**config.mk**
```make
export PLATFORM = sky130hd
export DESIGN_NAME = a2d_conv_sched
export DESIGN_NICKNAME = d
export VERILOG_FILES = /design/src/rtl/a2d_conv_sched.sv
export SDC_FILE = /design/constraint.sdc
export NUM_CORES = 1
export LEC_CHECK = 0
export BUFFER_PORTS_ARGS = -buffer_cell sky130_fd_sc_hd__clkbuf_2
export CORE_ASPECT_RATIO = 0.6
export CORE_UTILIZATION = 55
export CTS_CLUSTER_DIAMETER = 50
export DETAILED_ROUTE_END_ITERATION = 12
export PLACE_DENSITY = 0.84
export SKIP_LAST_GASP = 1
export SYNTH_ARGS = -nofsm -noshare
export SYNTH_HDL_FRONTEND = slang
export SYNTH_SLANG_ARGS = --single-unit
```
**constraint.sdc**
```tcl
create_clock -name clk -period 4.3 [get_ports clk]
set_input_delay 0.86 -clock clk [delete_from_list [all_inputs] [get_ports clk]]
set_output_delay 0.86 -clock clk [all_outputs]
set_load 0.05 [all_outputs]
```
**src/rtl/a2d_conv_sched.sv**
```systemverilog
// Round-robin ADC128S conversion scheduler: runs a command frame, then a data frame,
// through the SPI master for the left, right and battery channels in turn.
module a2d_conv_sched #(
  parameter logic [2:0]  CH_LFT  = 3'd0,
  parameter logic [2:0]  CH_RGHT = 3'd4,
  parameter logic [2:0]  CH_BATT = 3'd5,
  parameter int unsigned TMO_CYC = 4096
) (
  input  logic        clk,
  input  logic        rst_n,
  input  logic        nxt,
  output logic        wrt,
  output logic [15:0] cmd,
  input  logic        done,
  input  logic [15:0] rd_data,
  output logic [11:0] lft_ld,
  output logic [11:0] rght_ld,
  output logic [11:0] batt,
  output logic        conv_vld,
  output logic        busy,
  output logic        tmo_err
);

  localparam int unsigned TW = $clog2(TMO_CYC) + 1;
  localparam logic [TW-1:0] TMO_LAST = TW'(TMO_CYC - 1);

  typedef enum logic [2:0] {IDLE, CMD, WAIT1, GAP, READ, WAIT2, ABORT} state_t;
  typedef enum logic [1:0] {PTR_LFT, PTR_RGHT, PTR_BATT} ptr_t;

  state_t         state, next_state;
  ptr_t           ptr;
  logic           pend;
  logic [TW-1:0]  timer;
  logic [2:0]     ch_c;
  logic           start_c;
  logic           capture_c;
  logic           unused_rd_hi;

  // Upper nibble of the MISO word carries no conversion data.
  assign unused_rd_hi = ^rd_data[15:12];

  // Channel number for the current pointer.
  always_comb begin
    ch_c = CH_LFT;
    unique case (ptr)
      PTR_RGHT: ch_c = CH_RGHT;
      PTR_BATT: ch_c = CH_BATT;
      default:  ch_c = CH_LFT;
    endcase
  end

  always_ff @(posedge clk or negedge rst_n) begin
    if (!rst_n) state <= IDLE;
    else        state <= next_state;
  end

  // Next-state logic; timeouts compare against the last allowed timer value.
  always_comb begin
    next_state = state;
    start_c    = 1'b0;
    capture_c  = 1'b0;
    unique case (state)
      IDLE: begin
        if (nxt || pend) begin
          next_state = CMD;
          start_c    = 1'b1;
        end
      end
      CMD:   next_state = WAIT1;
      WAIT1: begin
        if (done)                   next_state = GAP;
        else if (timer == TMO_LAST) next_state = ABORT;
      end
      GAP:   next_state = READ;
      READ:  next_state = WAIT2;
      WAIT2: begin
        if (done) begin
          next_state = IDLE;
          capture_c  = 1'b1;
        end else if (timer == TMO_LAST) begin
          next_state = ABORT;
        end
      end
      ABORT:   next_state = IDLE;
      default: next_state = IDLE;
    endcase
  end

  // Registered outputs, request pending flag, frame timer and result capture.
  always_ff @(posedge clk or negedge rst_n) begin
    if (!rst_n) begin
      wrt      <= 1'b0;
      cmd      <= '0;
      busy     <= 1'b0;
      conv_vld <= 1'b0;
      tmo_err  <= 1'b0;
      pend     <= 1'b0;
      timer    <= '0;
      ptr      <= PTR_LFT;
      lft_ld   <= '0;
      rght_ld  <= '0;
      batt     <= '0;
    end else begin
      wrt      <= (next_state == CMD) || (next_state == READ);
      busy     <= (next_state != IDLE);
      conv_vld <= capture_c;
      if (start_c) cmd <= {2'b00, ch_c, 11'h000};
      if (state == ABORT) tmo_err <= 1'b1;
      // IDLE consumes the request; any nxt outside IDLE is held (depth 1).
      if (state == IDLE) pend <= 1'b0;
      else if (nxt)      pend <= 1'b1;
      if ((state == CMD) || (state == READ)) timer <= '0;
      else if (timer != {TW{1'b1}})          timer <= timer + TW'(1);
      if (capture_c) begin
        unique case (ptr)
          PTR_RGHT: begin
            rght_ld <= rd_data[11:0];
            ptr     <= PTR_BATT;
          end
          PTR_BATT: begin
            batt <= rd_data[11:0];
            ptr  <= PTR_LFT;
          end
          default: begin
            lft_ld <= rd_data[11:0];
            ptr    <= PTR_RGHT;
          end
        endcase
      end
    end
  end

endmodule
```
==> results of run 1 <==
[registers in the layout, summed over array words and instances, names as in the netlist]
name / flops
batt: 12
busy: 1
cmd: 2
conv_vld: 1
lft_ld: 12
pend: 1
ptr: 2
rght_ld: 12
state: 3
timer: 13
tmo_err: 1
wrt: 1
[path summary, 6_finish.rpt]
path	start	end	slack (ns)	depth (start not counted)
max	done	batt[0]	2.34	5
min	tmo_err	tmo_err	0.48	1
max reg2reg	state[0]	batt[0]	2.34	4
min reg2reg	tmo_err	tmo_err	0.48	1
max in group asynchronous	rst_n	rght_ld[10]	2.92	2
min in group asynchronous	rst_n	batt[9]	0.49	1
[Yosys cell counts (all sizes together) (2+ instances only)]
cell type,instances
clkbuf,2
nand4,3
and2,2
mux2,37
dfrtp,61
ha,3
a21oi,8
nand2,13
nor2,14
or3,3
nor3,5
a211oi,3
xor2,3
o21ai,8
a31o,2
buf,19
and4,4
inv,5
[layer usage]
metal | share of wire | wire length (um)
met4 | 0.017 | 94
met5 | 0 | 0
met3 | 0.058 | 317
met1 | 0.48 | 2590
met2 | 0.45 | 2430
[stage by stage]
| stage | total power, mW | utilization | cell area, um^2 |
|---|---|---|---|
| global placement | 2.03 | 0.642 | 2970 |
| global route | 2.67 | 0.680 | 3150 |
| floorplan | 1.82 | - | 2750 |
| detailed placement | 2.08 | 0.642 | 2970 |
| CTS | 2.56 | 0.680 | 3150 |
| finish | 2.54 | 0.680 | 3150 |
[power by group]
group	switching [mW]	total, mW	leakage (nW)	internal [mW]
clock	0.217	0.478	0.0919	0.261
combinational	0.829	1.14	0.711	0.308
sequential	0.153	0.926	0.794	0.773
[final cells by class]
cell class	instances	area, um^2
timing repair buffer	58	293
sequential	61	1530
fill	347	1480
clock buffer	10	128
tap	63	78.8
multi-input combinational	142	1060
inverter	5	18.8
clock inverter	5	52.6
[cells by family after synthesis]
family	after synthesis	synth area share
flip-flops	61	0.565
other	1	0.00139
AND/OR/NAND/NOR	52	0.114
adder cells (fa/ha/maj)	3	0.0139
multiplexers	38	0.158
AO/OA/AOI/OAI	31	0.0737
buffers and inverters	26	0.0612
XOR/XNOR	4	0.0130
==> results.json, run 1 <==
{
  "ant_nets": 0,
  "viasPerCell": 5.40,
  "n_antenna_cell": 0,
  "grt_remaining_overflow": 0,
  "cts_buffers": 9,
  "worst_slew_pin_slew_ns": 0.599,
  "ys_types": 45,
  "layout_commonest_cell": "dfrtp_1",
  "rsz0062_at_grt": "no",
  "place.gp.congestion": 0.861,
  "grt_util_met2": 0.330,
  "synth-seq-area-share": 0.565,
  "synthFlopType": "dfrtp_1",
  "top_usage_layer": "met1",
  "slowest_delay_ns": 0.42,
  "layout_common_cells": "61 x dfrtp_1, 57 x clkbuf_2, 37 x mux2_2",
  "path_delay_family": "simple AND/OR/NAND/NOR gates",
  "drt_iter0_drc": 92,
  "htree_num_levels": 3,
  "hp-class": "reg -> reg",
  "dp_slack_ns": 1.97,
  "slew-limit-headroom": 0.599,
  "synth_seq_cells": 61,
  "critPathSlowestCell": "nand2_1",
  "fin_cells": 344,
  "route.detailed.drc": 0,
  "cts-hold-fix-buffers": 0,
  "tritoncts": "yes",
  "syn2layout_area_growth_pct": 16.8,
  "critPathCaptureType": "flip-flop",
  "hold_viol_final": 0,
  "drt_wl_total_um": 5430,
  "required_ns": 4.52,
  "path_cells": "clkbuf_2 > nand2_1 > nor3_4 > nand2_1 > mux2_2",
  "syn_area_per_cell_um2": 12.5,
  "synthesis.area_um2": 2700,
  "dp_cells": 329,
  "rows": 19,
  "crit_fanout": 12,
  "start_util": 0.582,
  "met3_usage": 0.0786,
  "clkTransAtPathRegs_ns": 0.06,
  "clock_sinks": 61,
  "clock_path_buffers": 2,
  "wl_per_cell_um": 15.8,
  "grt_pass1_vias": 1803,
  "setup_viol": 0,
  "timing.final.ws_setup_ns": 2.34,
  "cts.repair.resized": 0,
  "fmax_mhz": 510,
  "grt_max_degree": 41,
  "grt_antenna_before_repair": 0,
  "worstSetupPathType": "in -> reg",
  "synth_top_area_share": 0.565,
  "synth_warnings": 0,
  "ctsRootBufferMaster": "clkbuf_8",
  "design.core.area_um2": 4640,
  "insertion_delay_ns": 0.33,
  "drv_cap": 0,
  "min_period_ns": 1.96,
  "synthCells": 216,
  "crit_buf_inv": 1,
  "tns_ns": 0,
  "ios": 76,
  "yosys-top-cells-area": "dfrtp_1 57%, mux2_2 15%, buf_4 4.2%",
  "dp_hpwl_um": 3890,
  "dr.pass1.iters": 4,
  "grt_pass1_wl_um": 9090,
  "leakage_nw": 1.60,
  "die_area_um2": 5200,
  "ir_worst_vdd_v": 0.000540,
  "ys_async_sr_fraction": 1.00,
  "synth-edff-count": 0,
  "startpoint_type": "input pin",
  "status": "finished clean",
  "drv_slew": 0,
  "hold-worst-slack_ns": 0.481,
  "cp_common_cell": "nand2_1",
  "synth_top_area_cell": "dfrtp_1",
  "port_buffers": 57,
  "postCtsSetupBuffers": 0,
  "drive_gt1_frac": 0.431,
  "skew_ns": 0.00684,
  "power_density_nw_per_um2": 806,
  "grt_usage": 0.236,
  "post-route-period-util": 0.456,
  "layout.nets": 300,
  "die_width_um": 92.5,
  "use_met1": 0.336,
  "vias": 1857,
  "cp.arrival_ns": 2.18,
  "dieHeight_um": 56.3
}
Power figures use the tool's default switching activity.
==> run 2, diff against run 1 <==
Settings changed: CORE_UTILIZATION 55 to 47, PLACE_DENSITY 0.84 to 0.76.
Clock period 4.3 ns to 1.8 ns, I/O delays scaled along.
==> results.json, run 2 (synthesis results as in run 1) <==
{
  "tns_ns": 0,
  "tritoncts": "yes",
  "viasPerCell": 5.05,
  "critPathSlowestCell": "or3_2",
  "startpoint_type": "flip-flop",
  "grt_max_degree": 62,
  "port_buffers": 57,
  "place.gp.congestion": 0.786,
  "grt_pass1_vias": 1740,
  "critPathCaptureType": "flip-flop",
  "rsz0062_at_grt": "no",
  "setup_viol": 0,
  "clock_sinks": 61,
  "skew_ns": 0.00516,
  "layout.nets": 308,
  "vias": 1855,
  "grt_pass1_wl_um": 8500,
  "die_area_um2": 6060,
  "dieHeight_um": 60.7,
  "nFillCells": 404,
  "n_antenna_cell": 0,
  "cts-hold-fix-buffers": 0,
  "top_register": "timer",
  "crit_fanout": 5,
  "clkTransAtPathRegs_ns": 0.06,
  "layout_commonest_cell": "dfrtp_1",
  "ios": 76,
  "clock_path_buffers": 2,
  "slowest_delay_ns": 0.42,
  "power_density_nw_per_um2": 1940,
  "grt_usage": 0.191,
  "hold-worst-slack_ns": 0.0308,
  "required_ns": 2.06,
  "cts_buffers": 9,
  "post-route-period-util": 0.947,
  "hp-class": "in -> async",
  "grt_antenna_before_repair": 0,
  "worstSetupPathType": "reg -> reg",
  "route.detailed.drc": 0,
  "path_cells": "ha_1 > and2_2 > and4_1 > or3_2 > a21oi_1",
  "grt_remaining_overflow": 0,
  "dp_hpwl_um": 3690,
  "cp.arrival_ns": 1.96,
  "start_util": 0.511,
  "leakage_nw": 1.67,
  "min_period_ns": 1.71,
  "layout_common_cells": "60 x dfrtp_1, 57 x clkbuf_2, 37 x mux2_2",
  "wl_per_cell_um": 14.2,
  "crit_buf_inv": 0,
  "drv_slew": 0,
  "ant_nets": 0,
  "status": "finished clean",
  "largest_reg_flops": 13,
  "syn2layout_area_growth_pct": 22.6,
  "ir_worst_vdd_v": 0.000885,
  "ctsRootBufferMaster": "clkbuf_8",
  "path_delay_family": "simple AND/OR/NAND/NOR gates",
  "drv_cap": 0,
  "fmax_mhz": 586,
  "insertion_delay_ns": 0.33,
  "design.core.area_um2": 5280,
  "die_width_um": 99.9,
  "rows": 20,
  "htree_num_levels": 3,
  "drt_iter0_drc": 58,
  "hold_viol_final": 0,
  "drt_wl_total_um": 5210,
  "drive_gt1_frac": 0.455,
  "dr.pass1.iters": 4,
  "postCtsSetupBuffers": 0
}
## run 2: layout make-up
cell class	instances	area [um^2]	area share
clock buffers	13	179	0.0541
clock inverters	3	65.1	0.0197
inverters	5	18.8	0.00567
multi-input cells	142	1060	0.319
flip-flops and latches	61	1530	0.462
well taps	77	96.3	0.0291
repair buffers	66	365	0.110
## run 2: worst paths after layout
kind | from | end | slack (ns) | cells past startpoint
max | timer[0] | timer[7] | 0.09 | 5
min | rst_n | timer[0] | 0.03 | 2
max reg2reg | timer[0] | timer[7] | 0.09 | 5
min reg2reg | tmo_err | tmo_err | 0.47 | 1
max in group asynchronous | rst_n | batt[7] | 1.51 | 2
min in group clk | rd_data[5] | lft_ld[5] | 0.29 | 2
## run 2: what timing repair did
action,4_1_cts,5_1_grt
endpoints found under the hold margin,0,0
setup endpoints to repair,0,5
resized for setup,0,1
## run 2: metrics by stage
stage / cell area, um^2 / cells / setup slack (ns) / power [mW] / util
finish: 3310 / 367 / 0.0946 / 6.42 / 0.627
global route: 3310 / 367 / 0.0100 / 6.77 / 0.627
CTS: 3310 / 367 / 0.0890 / 6.47 / 0.627
detailed placement: 3060 / 351 / 0.101 / 5.00 / 0.580
global placement: 3060 / 351 / 0.159 / 4.92 / 0.580
floorplan: 2750 / 229 / 0.183 / 4.36 / -
## run 2: where the power goes
group | internal [mW] | switching (mW) | total [mW]
registers | 1.85 | 0.317 | 2.17
clock network | 0.929 | 0.518 | 1.45
logic | 0.789 | 2.01 | 2.80
## run 2: layer usage
metal  routed length [um]  vias to the layer above  GRT usage
li1                     -                      879          -
met1                 2510                      898      0.263
met2                 2300                       74      0.271
met3                  362                        4     0.0853
met4                   43                        0     0.0630
met5                    0                        -          0
